<file path="src/rtl/receptor_serial.sv">
// Serial frame receiver: start, 5 data bits, parity bit, stop; CICLOS_BIT clocks per bit.
// Samples each bit at its midpoint and presents {data, parity} on palavra after a good stop.
module receptor_serial #(
   parameter int unsigned CICLOS_BIT = 4
) (
   input  logic       clk,
   input  logic       reset,
   input  logic       rx,
   output logic [5:0] palavra,
   output logic       valido,
   output logic       erro_quadro,
   output logic       ocupado
);

   localparam int unsigned METADE = CICLOS_BIT / 2;
   localparam int unsigned CW     = $clog2(CICLOS_BIT);
   localparam int unsigned NDADOS = 5;

   typedef enum logic [2:0] {
      OCIOSO,
      INICIO,
      DADOS,
      PARIDADE,
      PARADA
   } estado_t;

   estado_t         estado, estado_n;
   logic [CW-1:0]   cnt, cnt_n;
   logic [2:0]      idx, idx_n;
   logic [4:0]      dados, dados_n;
   logic            paridade, paridade_n;
   logic [5:0]      palavra_n;
   logic            valido_n, erro_quadro_n;
   logic            fim_bit;

   // State and output registers; reset wins over every other event
   always_ff @(posedge clk) begin
      if (reset) begin
         estado      <= OCIOSO;
         cnt         <= '0;
         idx         <= '0;
         dados       <= '0;
         paridade    <= 1'b0;
         palavra     <= '0;
         valido      <= 1'b0;
         erro_quadro <= 1'b0;
      end else begin
         estado      <= estado_n;
         cnt         <= cnt_n;
         idx         <= idx_n;
         dados       <= dados_n;
         paridade    <= paridade_n;
         palavra     <= palavra_n;
         valido      <= valido_n;
         erro_quadro <= erro_quadro_n;
      end
   end

   assign fim_bit = (cnt == CW'(CICLOS_BIT - 1));

   // Next-state and sampling logic; rx only matters at the bit-midpoint edges
   always_comb begin
      estado_n      = estado;
      cnt_n         = cnt;
      idx_n         = idx;
      dados_n       = dados;
      paridade_n    = paridade;
      palavra_n     = palavra;
      valido_n      = 1'b0;
      erro_quadro_n = 1'b0;
      unique case (estado)
         OCIOSO: begin
            if (!rx) begin
               estado_n = INICIO;
               cnt_n    = '0;
               idx_n    = '0;
            end
         end
         INICIO: begin
            if (cnt == CW'(METADE - 1)) begin
               cnt_n    = '0;
               idx_n    = '0;
               estado_n = rx ? OCIOSO : DADOS;
            end else begin
               cnt_n = cnt + CW'(1);
            end
         end
         DADOS: begin
            if (fim_bit) begin
               cnt_n   = '0;
               dados_n = {dados[3:0], rx};
               if (idx == 3'(NDADOS - 1)) begin
                  idx_n    = '0;
                  estado_n = PARIDADE;
               end else begin
                  idx_n = idx + 3'd1;
               end
            end else begin
               cnt_n = cnt + CW'(1);
            end
         end
         PARIDADE: begin
            if (fim_bit) begin
               cnt_n      = '0;
               idx_n      = '0;
               paridade_n = rx;
               estado_n   = PARADA;
            end else begin
               cnt_n = cnt + CW'(1);
            end
         end
         PARADA: begin
            if (fim_bit) begin
               cnt_n    = '0;
               idx_n    = '0;
               estado_n = OCIOSO;
               if (rx) begin
                  palavra_n = {dados, paridade};
                  valido_n  = 1'b1;
               end else begin
                  erro_quadro_n = 1'b1;
               end
            end else begin
               cnt_n = cnt + CW'(1);
            end
         end
         default: begin
            estado_n = OCIOSO;
            cnt_n    = '0;
            idx_n    = '0;
         end
      endcase
   end

   assign ocupado = (estado != OCIOSO);

endmodule
</file>
<file path="config.mk">
export PLATFORM = sky130hd
export DESIGN_NAME = receptor_serial
export DESIGN_NICKNAME = d
export VERILOG_FILES = /design/src/rtl/receptor_serial.sv
export SDC_FILE = /design/constraint.sdc
export NUM_CORES = 1
export LEC_CHECK = 0
export CAP_MARGIN = 20
export CORE_MARGIN = 4
export CORE_UTILIZATION = 48
export DETAILED_ROUTE_END_ITERATION = 8
export MAX_ROUTING_LAYER = met4
export PLACE_DENSITY = 0.73
export SKIP_LAST_GASP = 1
export SYNTH_ARGS = -nofsm -noshare
export SYNTH_HDL_FRONTEND = slang
export SYNTH_SLANG_ARGS = --single-unit
</file>
<file path="constraint.sdc">
create_clock -name clk -period 1.5 [get_ports clk]
set_input_delay 0.3 -clock clk [delete_from_list [all_inputs] [get_ports clk]]
set_output_delay 0.3 -clock clk [all_outputs]
set_load 0.1 [all_outputs]
</file>
; Yosys cells after proc, flatten, opt, wreduce, memory -nomap -nowiden
; Index checks and enable logic that the tools add are counted.
[word_totals]
reg_bits = 22
in_bits = 3
out_inout_bits = 9
wordCells = 55
[classes]
addsub = 2
eq_ne = 14
n_mux = 19
bitwise = 2
n_reduce_logical = 10
[op_table]
columns = cell, count
row1 = $mux 3, 10
row2 = $pmux 3 s5, 1
row3 = $ne 2x2->1 const B, 6
row4 = $pmux 3 s4, 1
row5 = $mux 2, 4
row6 = $eq 3x2->1 const B, 2
row7 = $eq 3x3->1 const B, 2
row8 = $pmux 2 s3, 1
row9 = $reduce_and 6->1, 1
row10 = $reduce_or 3->1, 2
row11 = $reduce_and 2->1, 2
row12 = $reduce_and 4->1, 1
row13 = $add 3x1->3 const B, 1
row14 = $eq 3x1->1 const B, 1
row15 = $logic_not 3->1, 1
row16 = $reduce_and 3->1, 1
row17 = $reduce_bool 3->1, 1
row18 = $add 2x1->2 const B, 1
row19 = $eq 2x1->1 const B, 1
row20 = $eq 2x2->1 const B, 1
row21 = $mux 1, 2
row22 = $ne 2x1->1 const B, 1
row23 = $not 1->1, 2
row24 = $reduce_or 2->1, 1

; Logic depth before layout (Yosys ltp)
[logic_depth]
word_depth = 4
depth_mapped = 6
ltp_nobuf = 6

; Worst setup path before layout
; No wires, ideal clock.
[synth_timing]
path_type = reg2out
startpoint = register estado[2]
endpoint = output ocupado
t_arrival_ns = 1.286
required_time_ns = 1.200
path_slack_ns = -0.086
stages_incl_launch_ff = 3
n_path_buf = 1
path_cell_list = dfxtp_1 buf_2 or3_1
[synth_between]
elab_chain_len = 1
[synth_lines]
columns = item, line_no
row1 = from (decl), 27  ; estado_t estado, estado_n;
row2 = from (signal assigned), 48  ; estado <= estado_n;
row3 = $reduce_bool 3->1, 135  ; assign ocupado = (estado != OCIOSO);
row4 = to (decl), 12  ; output logic ocupado
; Every way passes these cells.

; Final worst setup path
[layout_timing]
startpoint = register estado[1]
endpoint = output ocupado
; Same word-level chain as after synthesis.

==> metrics.txt <==
# TYPE chip_impl_metric gauge
chip_impl_metric{name="placement_rows",unit=""} 16
chip_impl_metric{name="total_number_of_clock_tree_sinks",unit=""} 22
chip_impl_metric{name="post-route-period-util",unit="%"} 108
chip_impl_info{name="hp-start",value="dados[4]"} 1
chip_impl_metric{name="final_cells",unit=""} 166
chip_impl_metric{name="cts_made_buffers",unit=""} 3
chip_impl_info{name="yosysTopAreaCell",value="sky130_fd_sc_hd__dfxtp_1"} 1
chip_impl_info{name="worstSetupEndpointType",value="output port"} 1
chip_impl_info{name="status",value="complete, but fails checks"} 1
chip_impl_metric{name="synth_xor_area_share",unit="%"} 0
chip_impl_metric{name="num_vias",unit=""} 921
chip_impl_metric{name="routedWlPerCell",unit="um"} 14.4
chip_impl_metric{name="max_slew.worst_pin.slew",unit="ns"} 0.384
chip_impl_metric{name="final_util",unit="%"} 75.5
chip_impl_metric{name="mappedNetlistArea",unit="sq um"} 1060
chip_impl_info{name="clock_tree_from_tritoncts",value="built"} 1
chip_impl_metric{name="timing_hold_violations_final",unit=""} 0
chip_impl_metric{name="synth-adder-area-share",unit="%"} 5.90
chip_impl_metric{name="io_pins",unit=""} 12
chip_impl_metric{name="power_leakage",unit="nW"} 0.646
chip_impl_metric{name="hold-worst-slack",unit="ns"} 0.513
chip_impl_metric{name="pin_count_of_the_biggest_net_entering_global_routing",unit=""} 14
chip_impl_metric{name="synth-seq-cells",unit=""} 22
chip_impl_info{name="capturing_element_of_the_worst_setup_path",value="ocupado"} 1
chip_impl_metric{name="diodes",unit=""} 0
chip_impl_metric{name="post_synthesis_net_count",unit=""} 121
chip_impl_metric{name="grt_util_all_layers",unit="%"} 18.8
chip_impl_metric{name="synthesis.yosys.warnings",unit=""} 0
chip_impl_metric{name="synth-seq-area-share",unit="%"} 41.6
chip_impl_metric{name="slew_headroom",unit="%"} 74.3
chip_impl_metric{name="dieHeight",unit="um"} 55.0
chip_impl_metric{name="synthesis.area_per_instance",unit="sq um"} 9.38
chip_impl_metric{name="post_synth_inst_count",unit=""} 113
chip_impl_metric{name="synth-simple-area-share",unit="%"} 26.0
chip_impl_metric{name="antenna_violations_before_repair",unit=""} 0
chip_impl_info{name="cts.root.buffer_cell",value="sky130_fd_sc_hd__clkbuf_4"} 1
chip_impl_metric{name="drt-total-wl",unit="mm"} 2.38
chip_impl_info{name="critical_path.cell_chain",value="buf_6 > or3_4 > buf_12"} 1
chip_impl_info{name="violations",value="setup timing"} 1
chip_impl_metric{name="fin_area",unit="sq um"} 1530
chip_impl_metric{name="first_iter_violations",unit=""} 28
chip_impl_info{name="ys_dominant_reg_cell",value="sky130_fd_sc_hd__dfxtp_1"} 1
chip_impl_info{name="reg2reg_from",value="estado[1]"} 1
chip_impl_metric{name="gp_congestion",unit=""} 0.951
chip_impl_metric{name="post_synthesis_compound_gate_area_fraction",unit="%"} 11.0
chip_impl_metric{name="placed_area",unit="sq um"} 1340
chip_impl_info{name="startpoint",value="estado[1]"} 1
chip_impl_metric{name="input_output_buffers",unit=""} 11
chip_impl_metric{name="synth-edff-count",unit=""} 0
chip_impl_info{name="path_class",value="flip-flop to output port"} 1
chip_impl_metric{name="cts_max_level",unit=""} 1
chip_impl_metric{name="drt_first_pass_iters",unit=""} 4
chip_impl_metric{name="clk_path_buf_depth",unit=""} 2
chip_impl_metric{name="global_route.overflow_total",unit=""} 0
chip_impl_metric{name="layout-drive-gt1-share",unit="%"} 37.4
chip_impl_metric{name="clock_insertion_delay_worst_skew",unit="ns"} 0.30
chip_impl_metric{name="worst-path-buf-inv",unit=""} 2
chip_impl_info{name="worst_hold_path_type",value="flip-flop to flip-flop"} 1
chip_impl_metric{name="slowest_delay",unit="ns"} 0.39
chip_impl_info{name="synth_top_family_by_area",value="simple AND/OR/NAND/NOR gates"} 1
chip_impl_metric{name="muxShareOfSynthArea",unit="%"} 11.3
chip_impl_info{name="crit_slowest_cell",value="sky130_fd_sc_hd__or3_4"} 1
chip_impl_metric{name="ctsHoldBuffers",unit=""} 0
chip_impl_metric{name="detailed_place_hpwl",unit="mm"} 1.64
chip_impl_metric{name="flow.area_growth_from_synthesis",unit="%"} 44.0
chip_impl_metric{name="post_synth_num_cell_types",unit=""} 33
chip_impl_metric{name="rr_worst_depth",unit=""} 6
chip_impl_info{name="grt_setup_unrepaired",value="true"} 1
chip_impl_metric{name="die_width",unit="um"} 55.0
chip_impl_metric{name="initial_utilization",unit="%"} 52.4
chip_impl_metric{name="worst_setup_hold_path_clk_slew",unit="ns"} 0.11
chip_impl_metric{name="endpoint_arrival_time_on_the_critical_path",unit="ns"} 1.32
chip_impl_metric{name="setup_viol",unit=""} 9
chip_impl_metric{name="first_global_vias",unit=""} 909
chip_impl_metric{name="power_density",unit="nW/um^2"} 981
chip_impl_metric{name="maxCapViolations",unit=""} 0
chip_impl_metric{name="worstSetupPathDepth",unit=""} 3
chip_impl_metric{name="worst-path-max-fanout",unit=""} 2
chip_impl_metric{name="place_worst_setup_slack",unit="ns"} -0.158
chip_impl_metric{name="die_area",unit="sq um"} 3020
chip_impl_metric{name="drt.antenna.violating_nets",unit=""} 0
chip_impl_metric{name="finish.net_count",unit=""} 149
chip_impl_metric{name="cp_data_required_time",unit="ns"} 1.20
chip_impl_metric{name="worst_ir_drop_vdd",unit="uV"} 850
chip_impl_metric{name="placeableCoreArea",unit="sq um"} 2020
chip_impl_metric{name="ff2ff_setup_slack",unit="ns"} -0.06
chip_impl_metric{name="post-synth-top-area-fraction",unit="%"} 41.6
chip_impl_metric{name="final.setup_skew",unit="ns"} 0.00406
chip_impl_metric{name="worst_hold_path_depth",unit=""} 2
chip_impl_metric{name="route.detailed.drc",unit=""} 0
chip_impl_info{name="worst_path_dominant_cell_family",value="simple AND/OR/NAND/NOR gates"} 1
chip_impl_metric{name="max_clock_freq",unit="MHz"} 618
chip_impl_info{name="worst_setup_path_start_kind",value="flip-flop"} 1
chip_impl_metric{name="slew_viol_final",unit=""} 0
chip_impl_metric{name="global_route_wire_length_before_repair",unit="mm"} 3.86
chip_impl_metric{name="dpl.cell_count",unit=""} 153
chip_impl_metric{name="min_period",unit="ns"} 1.62
chip_impl_metric{name="postLayoutSetupSlackWorst",unit="ns"} -0.119
chip_impl_metric{name="async_flop_share",unit="%"} 0
chip_impl_metric{name="post_drt_via_cell_ratio",unit=""} 5.55
chip_impl_info{name="regToRegEndpoint",value="dados[0]"} 1
chip_impl_info{name="synth_top_cells_by_area",value="sky130_fd_sc_hd__dfxtp_1, sky130_fd_sc_hd__mux2i_1, sky130_fd_sc_hd__ha_1"} 1
state kept, by name (all words and copies together) (netlist names):
name         count
valido           1
dados            5
erro_quadro      1
estado           3
idx              3
palavra          6
cnt              2
paridade         1
synth_stat cells, drive strengths merged, types with 2 or more instances:
cell type   n
dfxtp      22
nor2       19
mux2i      12
ha          5
inv         5
nand2       5
nand2b      5
nor3        5
o21ai       5
a21oi       3
buf         3
clkbuf      3
nor4b       3
a211oi      2
nand3       2
or3         2
cells by family after synthesis:
group           count (synthesis)
fa+ha+maj                       5
simple gates                   47
compound gates                 16
buf+inv                        11
mux                            12
flops                          22
what timing repair did:
| item | CTS | global route |
|---|---|---|
| buffers inserted | 4 | 6 |
| pin swaps | 1 | 10 |
| setup endpoints to repair | 2 | 16 |
| endpoints found under the hold margin | 0 | 0 |
| cloned | 0 | 0 |
| gates resized for setup | 6 | 18 |
metal layers:
metal | global-route usage [%] | share of wire, %
met1 | 20.4 | 41
met2 | 32.3 | 51
met3 | 3.22 | 5.1
met4 | 10.9 | 2.4
met5 | - | 0
stage by stage:
stage | power [mW] | TNS, ns
after floorplan | 0.989 | 0
after global placement | 1.11 | -0.648
after detailed placement | 1.13 | -0.866
after CTS | 1.40 | -0.129
after global routing | 1.57 | -1.21
final | 1.50 | -0.420
worst min-delay path, stage by stage, from the launching register on:
cell and delay [ns]:
sky130_fd_sc_hd__dfxtp_1 0.35, sky130_fd_sc_hd__mux2i_1 0.06, sky130_fd_sc_hd__nor2_1 0.07
how the worst min path moves through the flow:
stage	endpoint	slack [ns]
floorplan	erro_quadro	0.38
global placement	palavra[5]	0.48
detailed placement	palavra[5]	0.48
CTS	palavra[5]	0.52
global route	estado[0]	0.56
finish	palavra[5]	0.51
area by class of cell:
class / instances / area [sq um]
clock buffer: 3 / 22.5
fill: 139 / 495
tap: 27 / 33.8
inverter: 5 / 18.8
multi-input combinational: 80 / 648
timing repair buffer: 29 / 354
sequential: 22 / 449
placed cells by master (no fill, tap or decap), types with 3 or more instances in the layout:
cell type | synthesis | routed
sky130_fd_sc_hd__ha_1 | 5 | 4
sky130_fd_sc_hd__buf_6 | 0 | 5
sky130_fd_sc_hd__dfxtp_2 | 0 | 4
sky130_fd_sc_hd__nor2_1 | 16 | 16
sky130_fd_sc_hd__mux2i_1 | 12 | 10
sky130_fd_sc_hd__nand2_1 | 5 | 5
sky130_fd_sc_hd__o21ai_1 | 3 | 4
sky130_fd_sc_hd__a21oi_1 | 3 | 3
sky130_fd_sc_hd__buf_12 | 0 | 9
sky130_fd_sc_hd__clkbuf_4 | 0 | 3
sky130_fd_sc_hd__nand2b_1 | 5 | 4
sky130_fd_sc_hd__dfxtp_1 | 22 | 17
sky130_fd_sc_hd__inv_1 | 5 | 4
sky130_fd_sc_hd__nor3_1 | 5 | 5
sky130_fd_sc_hd__buf_4 | 0 | 13
power by group:
part	leakage (nW)	total [mW]	internal [mW]	switching (mW)
clock network	0.0138	0.263	0.0938	0.169
logic	0.452	0.570	0.249	0.321
registers	0.180	0.665	0.619	0.0458
Note: power is estimated with default switching activity, not from simulation.
